==> src/rtl/tcdm_arb_pkg.sv <==
// Shared types, default widths and pointer helper for the TCDM bank arbiters.
package tcdm_arb_pkg;

    localparam int unsigned NB_REQ_DEF = 4;
    localparam int unsigned DATA_W_DEF = 32;
    localparam int unsigned ADDR_W_DEF = 32;
    localparam int unsigned ID_W_DEF   = 1;
    localparam int unsigned CNT_W_DEF  = 16;

    typedef logic [$clog2(NB_REQ_DEF)-1:0] idx_t;

    // Round-robin successor: the slot after the winner, wrapping at n.
    function automatic int unsigned rr_next(input int unsigned w, input int unsigned n);
        return (w + 1 >= n) ? 0 : w + 1;
    endfunction

endpackage

==> src/rtl/tcdm_rr_pick.sv <==
// Combinational round-robin picker: first requester at or after ptr_i, wrapping.
// Shared by the TCDM arbiters; holds no state.
module tcdm_rr_pick
    import tcdm_arb_pkg::*;
#(
    parameter  int unsigned N  = NB_REQ_DEF,
    localparam int unsigned IW = $clog2(N)
) (
    input  logic [N-1:0]  req_i,
    input  logic [IW-1:0] ptr_i,
    output logic          valid_o,
    output logic [IW-1:0] idx_o,
    output logic [N-1:0]  gnt_o
);

    int unsigned cand;

    // Scan from the pointer outward; the first hit is the winner.
    always_comb begin
        valid_o = 1'b0;
        idx_o   = '0;
        gnt_o   = '0;
        cand    = 0;
        for (int unsigned i = 0; i < N; i++) begin
            cand = 32'(ptr_i) + i;
            if (cand >= N) cand = cand - N;
            if (!valid_o && req_i[cand[IW-1:0]]) begin
                valid_o = 1'b1;
                idx_o   = cand[IW-1:0];
            end
        end
        for (int unsigned k = 0; k < N; k++) begin
            gnt_o[k] = valid_o && (idx_o == IW'(k));
        end
    end

endmodule

==> src/rtl/tcdm_bank_rr_arbiter.sv <==
// Round-robin arbiter sharing one single-port TCDM bank among NbReq masters.
// Grant is combinational in the request cycle; the winner index and id ride a
// one-stage pipe so the response (reads and writes) returns to its master.
// Optional per-master conflict counters: define TCDM_ARB_PERF_EN.
module tcdm_bank_rr_arbiter
    import tcdm_arb_pkg::*;
#(
    parameter int unsigned NbReq     = NB_REQ_DEF,
    parameter int unsigned DataWidth = DATA_W_DEF,
    parameter int unsigned AddrWidth = ADDR_W_DEF,
    parameter int unsigned IdWidth   = ID_W_DEF,
    parameter int unsigned CntWidth  = CNT_W_DEF,
    localparam int unsigned BeWidth  = DataWidth / 8,
    localparam int unsigned IdxW     = $clog2(NbReq)
) (
    input  logic                                clk_i,
    input  logic                                rst_ni,
    input  logic [NbReq-1:0]                    req_i,
    output logic [NbReq-1:0]                    gnt_o,
    input  logic [NbReq-1:0][AddrWidth-1:0]     add_i,
    input  logic [NbReq-1:0]                    wen_i,
    input  logic [NbReq-1:0][DataWidth-1:0]     data_i,
    input  logic [NbReq-1:0][BeWidth-1:0]       be_i,
    input  logic [NbReq-1:0][IdWidth-1:0]       id_i,
    output logic [NbReq-1:0]                    r_valid_o,
    output logic [DataWidth-1:0]                r_data_o,
    output logic [IdWidth-1:0]                  r_id_o,
    output logic                                bank_req_o,
    output logic [AddrWidth-1:0]                bank_add_o,
    output logic                                bank_wen_o,
    output logic [DataWidth-1:0]                bank_data_o,
    output logic [BeWidth-1:0]                  bank_be_o,
    input  logic [DataWidth-1:0]                bank_r_data_i
`ifdef TCDM_ARB_PERF_EN
    ,
    output logic [NbReq-1:0][CntWidth-1:0]      perf_conf_o,
    input  logic                                perf_clr_i
`endif
);

    logic [IdxW-1:0]    rr_ptr_q, rr_ptr_d;
    logic               rvld_q, rvld_d;
    logic [IdxW-1:0]    ridx_q, ridx_d;
    logic [IdWidth-1:0] rid_q, rid_d;
    logic               win_vld;
    logic [IdxW-1:0]    win_idx;

    tcdm_rr_pick #(.N(NbReq)) u_pick (
        .req_i   (req_i),
        .ptr_i   (rr_ptr_q),
        .valid_o (win_vld),
        .idx_o   (win_idx),
        .gnt_o   (gnt_o)
    );

    // Forward the winner's fields to the bank; idle bank sees all zeros.
    always_comb begin
        bank_req_o  = |req_i;
        bank_add_o  = '0;
        bank_wen_o  = 1'b0;
        bank_data_o = '0;
        bank_be_o   = '0;
        if (win_vld) begin
            bank_add_o  = add_i[win_idx];
            bank_wen_o  = wen_i[win_idx];
            bank_data_o = data_i[win_idx];
            bank_be_o   = be_i[win_idx];
        end
    end

    // Next pointer and response-stage contents.
    always_comb begin
        rr_ptr_d = rr_ptr_q;
        if (win_vld) rr_ptr_d = IdxW'(rr_next(32'(win_idx), NbReq));
        rvld_d = win_vld;
        ridx_d = win_idx;
        rid_d  = id_i[win_idx];
    end

    // Pointer and response stage; reset drops any in-flight response.
    always_ff @(posedge clk_i or negedge rst_ni) begin
        if (!rst_ni) begin
            rr_ptr_q <= '0;
            rvld_q   <= 1'b0;
            ridx_q   <= '0;
            rid_q    <= '0;
        end else begin
            rr_ptr_q <= rr_ptr_d;
            rvld_q   <= rvld_d;
            ridx_q   <= ridx_d;
            rid_q    <= rid_d;
        end
    end

    // One-hot response valid back to the master granted last cycle.
    always_comb begin
        r_valid_o = '0;
        if (rvld_q) r_valid_o[ridx_q] = 1'b1;
    end

    // The bank's read data is already aligned with the response stage.
    assign r_data_o = bank_r_data_i;
    assign r_id_o   = rid_q;

`ifdef TCDM_ARB_PERF_EN
    logic [NbReq-1:0][CntWidth-1:0] cnt_q, cnt_d;

    // Count cycles each master waits; saturate, clear has priority.
    always_comb begin
        cnt_d = cnt_q;
        for (int unsigned k = 0; k < NbReq; k++) begin
            if (perf_clr_i) cnt_d[k] = '0;
            else if (req_i[k] && !gnt_o[k] && (cnt_q[k] != '1)) cnt_d[k] = cnt_q[k] + 1'b1;
        end
    end

    // Conflict counter register.
    always_ff @(posedge clk_i or negedge rst_ni) begin
        if (!rst_ni) cnt_q <= '0;
        else         cnt_q <= cnt_d;
    end

    assign perf_conf_o = cnt_q;
`endif

endmodule

==> config.mk <==
export PLATFORM = sky130hd
export DESIGN_NAME = tcdm_bank_rr_arbiter
export DESIGN_NICKNAME = d
export VERILOG_FILES = /design/src/rtl/tcdm_arb_pkg.sv /design/src/rtl/tcdm_rr_pick.sv /design/src/rtl/tcdm_bank_rr_arbiter.sv
export SDC_FILE = /design/constraint.sdc
export NUM_CORES = 1
export LEC_CHECK = 0
export BUFFER_PORTS_ARGS = -buffer_cell sky130_fd_sc_hd__buf_4
export CAP_MARGIN = 20
export CORE_AREA = 2 2 166 168
export DETAILED_ROUTE_END_ITERATION = 16
export DIE_AREA = 0 0 168 170
export PLACE_DENSITY = 0.33
export SLEW_MARGIN = 15
export SYNTH_ARGS = -nofsm -noshare
export SYNTH_HDL_FRONTEND = slang
export SYNTH_SLANG_ARGS = --single-unit
==> constraint.sdc <==
create_clock -name clk_i -period 2.6 [get_ports clk_i]
set_clock_uncertainty 0.15 [all_clocks]
set_input_delay 0.26 -clock clk_i [delete_from_list [all_inputs] [get_ports clk_i]]
set_output_delay 0.26 -clock clk_i [all_outputs]
set_load 0.01 [all_outputs]
==> reports/qor.csv, run 1 <==
stage;metric;value;unit
route;DR vias;3891;
setup_path;CP Data Arrival Time;2160;ps
die;Ports;429;
sta;final worst path period share;0.987;
logic_synthesis;Synth cell types;24;
finish;share of post-route cells with drive strength above 1;0.651;
power_and_ir_drop;Pwr Total;0.00463;W
clock_tree;root buffer cell;clkbuf_16;
die;chip height;170;µm
logic_synthesis;cell taking the most area after synthesis;mux2i_1;
logic_synthesis;syn_area_per_cell;8.73;µm²
logic_synthesis;Mapped Area;0.00274;mm²
logic_synthesis;Synth Flop Type;dfrtp_1;
power_and_ir_drop;P per Cell Area;772;mW/mm²
grt;largest net degree at the start of global routing;47;
finish;Antenna Cells;0;
grt;global-route wire length before repair;24.6;mm
job;# Max-Cap Violations;0;
logic_synthesis;#FFs+latches synth;6;
grt;initial antenna violation count;0;
sta;Slew HR;0.690;
clock_tree;CTS tree;built;
setup_path;critical path type;register to output pin;
route;post-DR wirelength/cell;18.5;µm
run_status;outcome;finished clean;
sta;final hold vios;0;
logic_synthesis;Cells after Synth;314;
die;Starting Density;0.103;
sta;Max Slew Vio Count;0;
route;initial drt markers;96;
finish;P&R area growth vs syn;119;%
grt;overflow left after global routing;0;
placed_design;global placement routability congestion;0.870;
sta;f_max;390;MHz
route;Post-DRT Antenna Nets;0;
power_and_ir_drop;VDD IR max;251;µV
logic_synthesis;EDFF count, synth;0;
logic_synthesis;register area share after synthesis;0.0548;
power_and_ir_drop;P_leak;3.23;nW
worst_hold_path;Hold Path Class;input pin to register;
logic_synthesis;largest cells by area after synthesis;mux2i_1, o22ai_1, buf_4;
clock_tree;later-pin clock latency in the skew report;230;ps
logic_synthesis;YS warnings;0;
route;Vias per Instance;3.91;
grt;vias in the first global route;4103;
setup_path;crit path max fanout;5;
grt;Tot GR Track Use;0.112;
die;Die Width;168;µm
route;DRC viols;0;
placed_design;IO buf count;364;
clock_tree;maximum level of the CTS H-tree;1;
logic_synthesis;Async SR Flop Fraction;1.00;
finish;Layout Nets;977;
clock_tree;clk slew on worst S/H paths;30;ps
setup_path;crit path capture type;output pin;
setup_path;Required @ worst endpoint;2190;ps
logic_synthesis;area share of the largest cell type after synthesis;0.515;
setup_path;CP Launch Type;register;
clock_tree;CTS buffer count;3;
die;die area;0.0286;mm²
clock_tree;TritonCTS sink count;6;
logic_synthesis;Synth Net Count;636;
sta;unrepaired setup endpoints after global routing;yes;
die;FP Rows;60;
finish;final core occ;0.225;
route;First-pass DRT Iterations;4;
route;wirelength, routed;18.4;mm
sta;post-route minimum period;2570;ps
sta;final setup fails;0;
sta;Worst Tran Pin Value;453;ps
sta;Hold WS;189;ps
sta;setup_tns;0;ps
placed_design;dpl hpwl;15.6;mm
placed_design;Place WS;165;ps
die;Core Footprint;0.0267;mm²
sta;PnR worst setup slack;32.9;ps
clock_tree;clk buf depth;2;
[cell type report]
type,instances,area (µm²)
multi-input cells,243,2160
repair buffers,398,3160
clock buffers,3,75.1
fillers,2947,20700
flip-flops and latches,6,153
well taps,341,427
inverters,3,11.3
[synth_stat cells, drive strengths merged, types with 2 or more instances]
library cell and number:
o22ai 69, mux2i 141, dfrtp 6, ha 4
inv 3, and2 4, clkbuf 12, buf 50
nand2 7, o21ai 2, nor2b 2, nor2 6
nand3 2
[critical path, cell delays in order, from the launching register on]
cell and delay (ps):
dfrtp_2 400, inv_2 70, a221oi_4 330, nand3_4 140, buf_12 160, buf_4 150
mux2i_1 370, o22ai_1 130, buf_4 180
[state kept, by name (all words and copies together), names as in the netlist]
register and flops:
ridx_q 2, r_id_o 1, rvld_q 1, rr_ptr_q 2
[routing by layer]
layer | vias to the layer above | GRT usage | routed length, µm
li1 | 1864 | - | -
met1 | 1783 | 0.121 | 6840
met2 | 234 | 0.221 | 9730
met3 | 10 | 0.0321 | 1630
met4 | 0 | 0.0140 | 235
met5 | - | 0 | 0
[logic make-up after synthesis]
logic type                 count (synthesis)  share of synthesized area
muxes                                    141                      0.515
AOI/OAI and AO/OA                         74                      0.175
buffers and inverters                     65                      0.193
and+or+nand+nor                           24                     0.0443
DFF                                        6                     0.0548
adders and majority gates                  4                     0.0183
[layout by cell type (no fill, tap or decap), types with 2 or more instances in the layout]
cell,instances
clkbuf_16,5
dfrtp_2,2
o22ai_1,67
dfrtp_1,4
nand2_1,6
mux2i_1,128
buf_4,379
ha_1,4
inv_2,3
buf_6,7
mux2i_2,13
o22ai_2,2
nor2b_1,2
nor2_1,5
buf_12,9
and2_1,4
[final timing paths]
kind                                              start                      end  slack (ps)  depth (start not counted)
worst min register to register  rr_ptr_q[0]$_DFFE_PN0P_  rr_ptr_q[0]$_DFFE_PN0P_         440                          2
worst max-delay path            rr_ptr_q[1]$_DFFE_PN0P_            bank_add_o[6]          30                          8
worst max register to register  rr_ptr_q[1]$_DFFE_PN0P_  rr_ptr_q[1]$_DFFE_PN0P_         640                          9
min in group asynchronous                        rst_ni      ridx_q[1]$_DFF_PN0_         240                          2
max in group asynchronous                        rst_ni  rr_ptr_q[1]$_DFFE_PN0P_        1920                          2
worst min-delay path                            id_i[2]         r_id_o$_DFF_PN0_         190                          3
[repair_timing]
action	CTS	global route
endpoints found under the setup margin	59	56
gates cloned	0	2
hold buffers	1	0
pin swaps	2	10
endpoints found under the hold margin	6	0
setup buffers	2	5
resized for setup	0	26
[where the power goes]
| group | internal, W | leakage (nW) | switching (W) |
|---|---|---|---|
| logic | 0.00222 | 3.13 | 0.00199 |
| clock network | 0.000197 | 0.0370 | 0.0000491 |
| registers | 0.000131 | 0.0661 | 0.0000355 |
[metrics by stage]
step | instance area (µm²) | cells
after floorplan | 2740 | 314
after global placement | 5690 | 981
after detailed placement | 5690 | 981
after CTS | 5790 | 987
after global routing | 5990 | 994
final | 5990 | 994
Power figures use the tool's default switching activity.
==> run 2, diff against run 1 <==
- GPL_TIMING_DRIVEN: unset -> 0
- SETUP_SLACK_MARGIN: unset -> 0.3
==> reports/qor.csv, run 2 (synthesized netlist as in run 1, its figures left out) <==
stage;metric;value;unit;change
sta;post-route minimum period;2520;ps;-47.6 ps
die;die area;0.0286;mm²;unchanged
worst_hold_path;worst hold stages;3;;unchanged
clock_tree;CTS buffer count;3;;unchanged
worst_hold_path;Hold EP;r_id_o$_DFF_PN0_;;
setup_path;critical path type;register to output pin;;
route;post-DR wirelength/cell;18.8;µm;+1.7%
power_and_ir_drop;P_leak;3.78;nW;+17%
finish;final core occ;0.273;;+0.0486
power_and_ir_drop;combinational fraction of design power;0.928;;+0.017
finish;biggest regs;ridx_q (2), rr_ptr_q (2);;
power_and_ir_drop;sw frac;0.422;;-0.0263
grt;vias in the first global route;4690;;+14%
finish;fillers;2874;;-2.5%
power_and_ir_drop;Seq pwr share;0.029;;-0.007
route;Post-DRT Antenna Nets;0;;unchanged
setup_path;reg2reg setup slack;440;ps;-200 ps
route;DR vias;4256;;+9.4%
setup_path;Slowest-stage cell, CP;dfrtp_2;;
setup_path;Worst Reg2Reg Path Length in Cells;11;;+2
worst_hold_path;Hold Path Class;input pin to register;;
die;Starting Density;0.103;;unchanged
job;# Max-Cap Violations;0;;unchanged
placed_design;dpl hpwl;17.2;mm;+11%
run_status;outcome;finished clean;;
power_and_ir_drop;internal power;0.00335;W;+31%
grt;largest net degree at the start of global routing;12;;-74%
power_and_ir_drop;Psw;0.00245;W;+18%
clock_tree;maximum level of the CTS H-tree;1;;unchanged
grt;Tot GR Track Use;0.131;;+0.0183
worst_hold_path;hold path start;id_i[3];;
finish;share of post-route cells with drive strength above 1;0.751;;+0.101
setup_path;Required @ worst endpoint;2190;ps;about the same
finish;Antenna Cells;0;;unchanged
route;First-pass DRT Iterations;4;;unchanged
setup_path;CP Launch Type;register;;
route;wirelength, routed;20.4;mm;+11%
setup_path;worst path bufs/invs;6;;+2
clock_tree;root buffer cell;clkbuf_16;;
grt;initial antenna violation count;0;;unchanged
finish;Layout Nets;1064;;+8.9%
setup_path;Top delay family on crit path;buffers and inverters;;
placed_design;global placement routability congestion;0.855;;-1.7%
sta;unrepaired setup endpoints after global routing;yes;;
setup_path;crit path max fanout;8;;+3
setup_path;crit path capture type;output pin;;
clock_tree;clk slew on worst S/H paths;30;ps;about the same
grt;global-route wire length before repair;28.3;mm;+15%
setup_path;RR Endpoint;rr_ptr_q[1]$_DFFE_PN0P_;;
sta;setup_tns;0;ps;unchanged
finish;P&R area growth vs syn;166;%;
power_and_ir_drop;VDD IR max;306;µV;+22%
die;Die Width;168;µm;unchanged
finish;most frequent cells in the layout;buf_4, mux2i_1, o22ai_1, buf_6;;
clock_tree;CTS tree;built;;
sta;final hold vios;0;;unchanged
setup_path;worst r2r src;rr_ptr_q[1]$_DFFE_PN0P_;;
route;DRC viols;0;;unchanged
setup_path;CP cell instances;inv_2 > a221oi_2 > nand3_2 > buf_8 > buf_12 > buf_8 > buf_12 > mux2i_1 > o22ai_1 > buf_4;;
setup_path;CP Data Arrival Time;2110;ps;-50 ps
clock_tree;TritonCTS sink count;6;;unchanged
route;Vias per Instance;3.94;;+0.58%
clock_tree;clk buf depth;2;;unchanged
placed_design;IO buf count;396;;+8.8%
power_and_ir_drop;P per Cell Area;795;mW/mm²;+3.0%
die;Ports;429;;unchanged
die;FP Rows;60;;unchanged
sta;Max Slew Vio Count;0;;unchanged
power_and_ir_drop;Clk pwr share;0.042;;-0.011
sta;Worst Tran Pin Value;385;ps;-67.6 ps
sta;final setup fails;0;;unchanged
die;chip height;170;µm;unchanged
die;Core Footprint;0.0267;mm²;unchanged
sta;f_max;397;MHz;+1.9%
clock_tree;later-pin clock latency in the skew report;220;ps;about the same
grt;overflow left after global routing;0;;unchanged
sta;final worst path period share;0.969;;-0.0183
route;initial drt markers;116;;+21%
sta;Slew HR;0.743;;+0.0531
setup_path;CP max stage delay;410;ps;about the same
finish;most common cell after layout, fill and taps aside;buf_4;;
## run 2: cell type report
type                    instances  area, µm²  area share
repair buffers                424       3450       0.474
plain buffers                  61        659      0.0905
clock buffers                   3       75.1      0.0103
well taps                     341        427      0.0586
flip-flops and latches          6        153      0.0210
multi-input cells             243       2500       0.343
inverters                       3       16.3     0.00223
## run 2: worst max-delay path by stage
stage,to,start,cells after the start
after global placement,bank_add_o[14],rr_ptr_q[1]$_DFFE_PN0P_,8
final,bank_data_o[14],rr_ptr_q[1]$_DFFE_PN0P_,10
after detailed placement,bank_add_o[15],rr_ptr_q[1]$_DFFE_PN0P_,8
after CTS,bank_add_o[15],rr_ptr_q[1]$_DFFE_PN0P_,10
after global routing,bank_add_o[14],rr_ptr_q[1]$_DFFE_PN0P_,10
after floorplan,bank_add_o[10],rr_ptr_q[1]$_DFFE_PN0P_,7
## run 2: per-stage QoR
| stage | setup WS [ps] | power, W | hold WS [ps] | area, µm² | cells |
|---|---|---|---|---|---|
| 6_report | 80.6 | 0.00579 | 210 | 7290 | 1081 |
| 5_1_grt | -44.5 | 0.00615 | 248 | 7290 | 1081 |
| 4_1_cts | 56.6 | 0.00558 | 215 | 7010 | 1077 |
| 3_5_place_dp | -442 | 0.00432 | -75.0 | 6140 | 1051 |
| 3_3_place_gp | -376 | 0.00431 | -77.8 | 6140 | 1051 |
| 2_1_floorplan | 602 | 0.00241 | -186 | 2740 | 314 |
## run 2: what timing repair did
item / 4_1_cts / 5_1_grt
hold buffers: 1 / 0
gates resized for setup: 104 / 56
pin swaps: 47 / 17
setup endpoints to repair: 73 / 73
cloned: 6 / 1
hold endpoints to repair: 6 / 0
setup buffers: 17 / 3
## run 2: power by group through the flow
stage,clock network (W),logic (W),registers (W)
floorplan,0,0.00226,0.000157
global placement,0,0.00415,0.000161
detailed placement,0,0.00416,0.000164
CTS,0.000249,0.00516,0.000170
global route,0.000256,0.00572,0.000177
finish,0.000245,0.00538,0.000170
## run 2: routing by layer
metal	wire [µm]	track usage	up-vias
met1	7480	0.142	1965
met2	11300	0.265	244
li1	-	-	2043
met4	61	0.00907	0
met5	0	0	-
met3	1540	0.0291	4
## run 2: worst min-delay path: stages
cell and delay, ps:
buf_4 80, mux2i_1 50, mux2i_1 140
==> run 3, diff against run 2 <==
--- a/config.mk
+++ b/config.mk
@@ -8,9 +8,9 @@
 export BUFFER_PORTS_ARGS = -buffer_cell sky130_fd_sc_hd__buf_4
 export CAP_MARGIN = 20
-export CORE_AREA = 2 2 166 168
+export CORE_AREA = 8 8 158 160
 export DETAILED_ROUTE_END_ITERATION = 16
-export DIE_AREA = 0 0 168 170
+export DIE_AREA = 0 0 166 168
 export GPL_TIMING_DRIVEN = 0
-export PLACE_DENSITY = 0.33
+export PLACE_DENSITY = 0.38
 export SETUP_SLACK_MARGIN = 0.3
 export SLEW_MARGIN = 15
==> constraint.sdc (replaced) <==
create_clock -name clk_i -period 2.6 [get_ports clk_i]
set_clock_uncertainty 0.15 [all_clocks]
set_input_delay 0.39 -clock clk_i [delete_from_list [all_inputs] [get_ports clk_i]]
set_output_delay 0.39 -clock clk_i [all_outputs]
set_load 0.01 [all_outputs]
==> reports/qor.csv, run 3 (synthesized netlist as in run 1, its figures left out) <==
stage;metric;value;unit;change
route;DR vias;4203;;-1.2%
clock_tree;TritonCTS sink count;6;;unchanged
sta;setup_tns;0;ps;unchanged
grt;Tot GR Track Use;0.128;;-0.00225
finish;post-layout instance area;0.00676;mm²;-7.2%
grt;vias in the first global route;4767;;+1.6%
setup_path;reg2reg setup slack;580;ps;+140 ps
sta;Max Slew Vio Count;0;;unchanged
route;initial drt markers;131;;+13%
clock_tree;CTS tree;built;;
sta;unrepaired setup endpoints after global routing;yes;;
route;Vias per Instance;4.14;;+5.2%
setup_path;crit path capture type;output pin;;
die;die area;0.0279;mm²;-2.4%
die;Ports;429;;unchanged
route;Post-DRT Antenna Nets;0;;unchanged
setup_path;RR Endpoint;rr_ptr_q[1]$_DFFE_PN0P_;;
power_and_ir_drop;sw frac;0.430;;+0.00793
placed_design;dpl hpwl;16.8;mm;-2.3%
setup_path;Setup crit start;rr_ptr_q[1]$_DFFE_PN0P_;;
route;First-pass DRT Iterations;4;;unchanged
finish;most frequent cells in the layout;buf_4, mux2i_1, o22ai_1, buf_12;;
power_and_ir_drop;Seq pwr share;0.033;;+0.004
finish;biggest regs;ridx_q (2), rr_ptr_q (2);;
finish;P&R area growth vs syn;147;%;
power_and_ir_drop;Psw;0.00223;W;-8.8%
placed_design;global placement routability congestion;0.766;;-10%
die;Starting Density;0.123;;+0.0197
power_and_ir_drop;internal power;0.00296;W;-12%
setup_path;CP endpoint;bank_data_o[2];;
sta;Worst Tran Pin Value;332;ps;-53.2 ps
setup_path;crit path max fanout;10;;+2
grt;overflow left after global routing;0;;unchanged
grt;largest net degree at the start of global routing;12;;unchanged
grt;global-route wire length before repair;28.6;mm;+0.95%
route;WL met1;7.14;mm;-4.6%
route;wire length on met3;2.00;mm;+29%
job;# Max-Cap Violations;0;;unchanged
route;routed wl met2;10.6;mm;-5.8%
finish;final core occ;0.302;;+0.0289
clock_tree;CTS buffer count;3;;unchanged
placed_design;IO buf count;396;;unchanged
setup_path;worst r2r src;rr_ptr_q[1]$_DFFE_PN0P_;;
setup_path;Required @ worst endpoint;2060;ps;-130 ps
clock_tree;clk slew on worst S/H paths;40;ps;about the same
power_and_ir_drop;P per Cell Area;768;mW/mm²;-3.5%
grt;initial antenna violation count;0;;unchanged
finish;share of post-route cells with drive strength above 1;0.708;;-0.0431
sta;Slew HR;0.778;;+0.0356
die;chip height;168;µm;-1.2%
die;Core Footprint;0.0224;mm²;-16%
power_and_ir_drop;combinational fraction of design power;0.919;;-0.009
setup_path;CP Launch Type;register;;
sta;post-route minimum period;2560;ps;+40.4 ps
route;wirelength, routed;19.9;mm;-2.3%
setup_path;Worst Reg2Reg Path Length in Cells;10;;-1
clock_tree;clk buf depth;2;;unchanged
sta;f_max;391;MHz;-1.6%
power_and_ir_drop;VDD IR max;241;µV;-21%
die;FP Rows;55;;-8.3%
power_and_ir_drop;P_leak;3.69;nW;-2.3%
run_status;outcome;finished clean;;
placed_design;placed insts;995;;-5.3%
finish;Finished Layout Cells;1015;;-6.1%
sta;final hold vios;0;;unchanged
clock_tree;later-pin clock latency in the skew report;230;ps;about the same
placed_design;dpl cell area;0.00607;mm²;-1.1%
sta;final setup fails;0;;unchanged
clock_tree;maximum level of the CTS H-tree;1;;unchanged
route;top sig layer;met4;;
placed_design;Place WS;-513;ps;-71.2 ps
route;post-DR wirelength/cell;19.6;µm;+4.1%
finish;fillers;2371;;-18%
finish;most common cell after layout, fill and taps aside;buf_4;;
sta;PnR worst setup slack;40.2;ps;-40.4 ps
setup_path;CP Data Arrival Time;2020;ps;-90 ps
sta;final worst path period share;0.985;;+0.0155
power_and_ir_drop;Clk pwr share;0.048;;+0.006
worst_hold_path;Hold Path Class;input pin to register;;
finish;Antenna Cells;0;;unchanged
route;DRC viols;0;;unchanged
clock_tree;root buffer cell;clkbuf_16;;
finish;Layout Nets;1054;;-0.94%
setup_path;critical path type;register to output pin;;
die;Die Width;166;µm;-1.2%
-- run 3: changes by cell type in the layout (fill, tap and decap cells not counted), sizes merged --
cell    change
buf        -12
clkinv      -1
clkbuf      +2
inv         +1
-- run 3: how the worst min path moves through the flow --
stage                        from                to  slack, ps  depth (start not counted)
after CTS                 id_i[2]  r_id_o$_DFF_PN0_        320                          3
after detailed placement   rst_ni  r_id_o$_DFF_PN0_         50                          1
final                     id_i[2]  r_id_o$_DFF_PN0_        320                          3
after global placement     rst_ni  r_id_o$_DFF_PN0_         50                          1
after global routing      id_i[2]  r_id_o$_DFF_PN0_        340                          3
after floorplan            rst_ni  r_id_o$_DFF_PN0_        -60                          0
-- run 3: critical path, stage by stage, from the launching register on --
cell and delay, ps:
dfrtp_2 400, inv_2 60, a221oi_2 250, nand3_1 120, buf_6 180, buf_12 160
buf_12 150, mux2i_1 180, o22ai_2 120, buf_4 160
-- run 3: per-stage QoR --
stage / hold slack [ps] / total power (W)
after CTS: 322 / 0.00499
final: 317 / 0.00519
after global routing: 345 / 0.00554
after floorplan: -55.6 / 0.00241
after global placement: 49.3 / 0.00424
after detailed placement: 52.2 / 0.00424
-- run 3: layout make-up --
type                            instances  area, µm²  share of cell area
Buffer                                 62        628              0.0929
Tap cell                              285        357              0.0527
Sequential cell                         6        153              0.0226
Multi-Input combinational cell        243       2270               0.336
Clock buffer                            3       75.1              0.0111
Inverter                                3       11.3             0.00167
Timing Repair Buffer                  413       3270               0.483
-- run 3: routing by layer --
layer	vias up	GRT usage
met5	-	0
met1	1917	0.131
met4	0	0.0146
met2	260	0.253
met3	11	0.0458
li1	2015	-
-- run 3: power groups by stage --
stage	sequential [W]	combinational, W	clock, W
floorplan	0.000157	0.00226	0
global placement	0.000161	0.00408	0
detailed placement	0.000161	0.00408	0
CTS	0.000166	0.00457	0.000253
global route	0.000177	0.00510	0.000262
finish	0.000170	0.00477	0.000251
-- run 3: repair_timing --
action / CTS / global route
hold buffers: 1 / 0
setup buffers: 8 / 2
resized for setup: 66 / 34
gates cloned: 2 / 4
setup endpoints to repair: 73 / 73
hold endpoints to repair: 6 / 0
pin swaps: 38 / 6
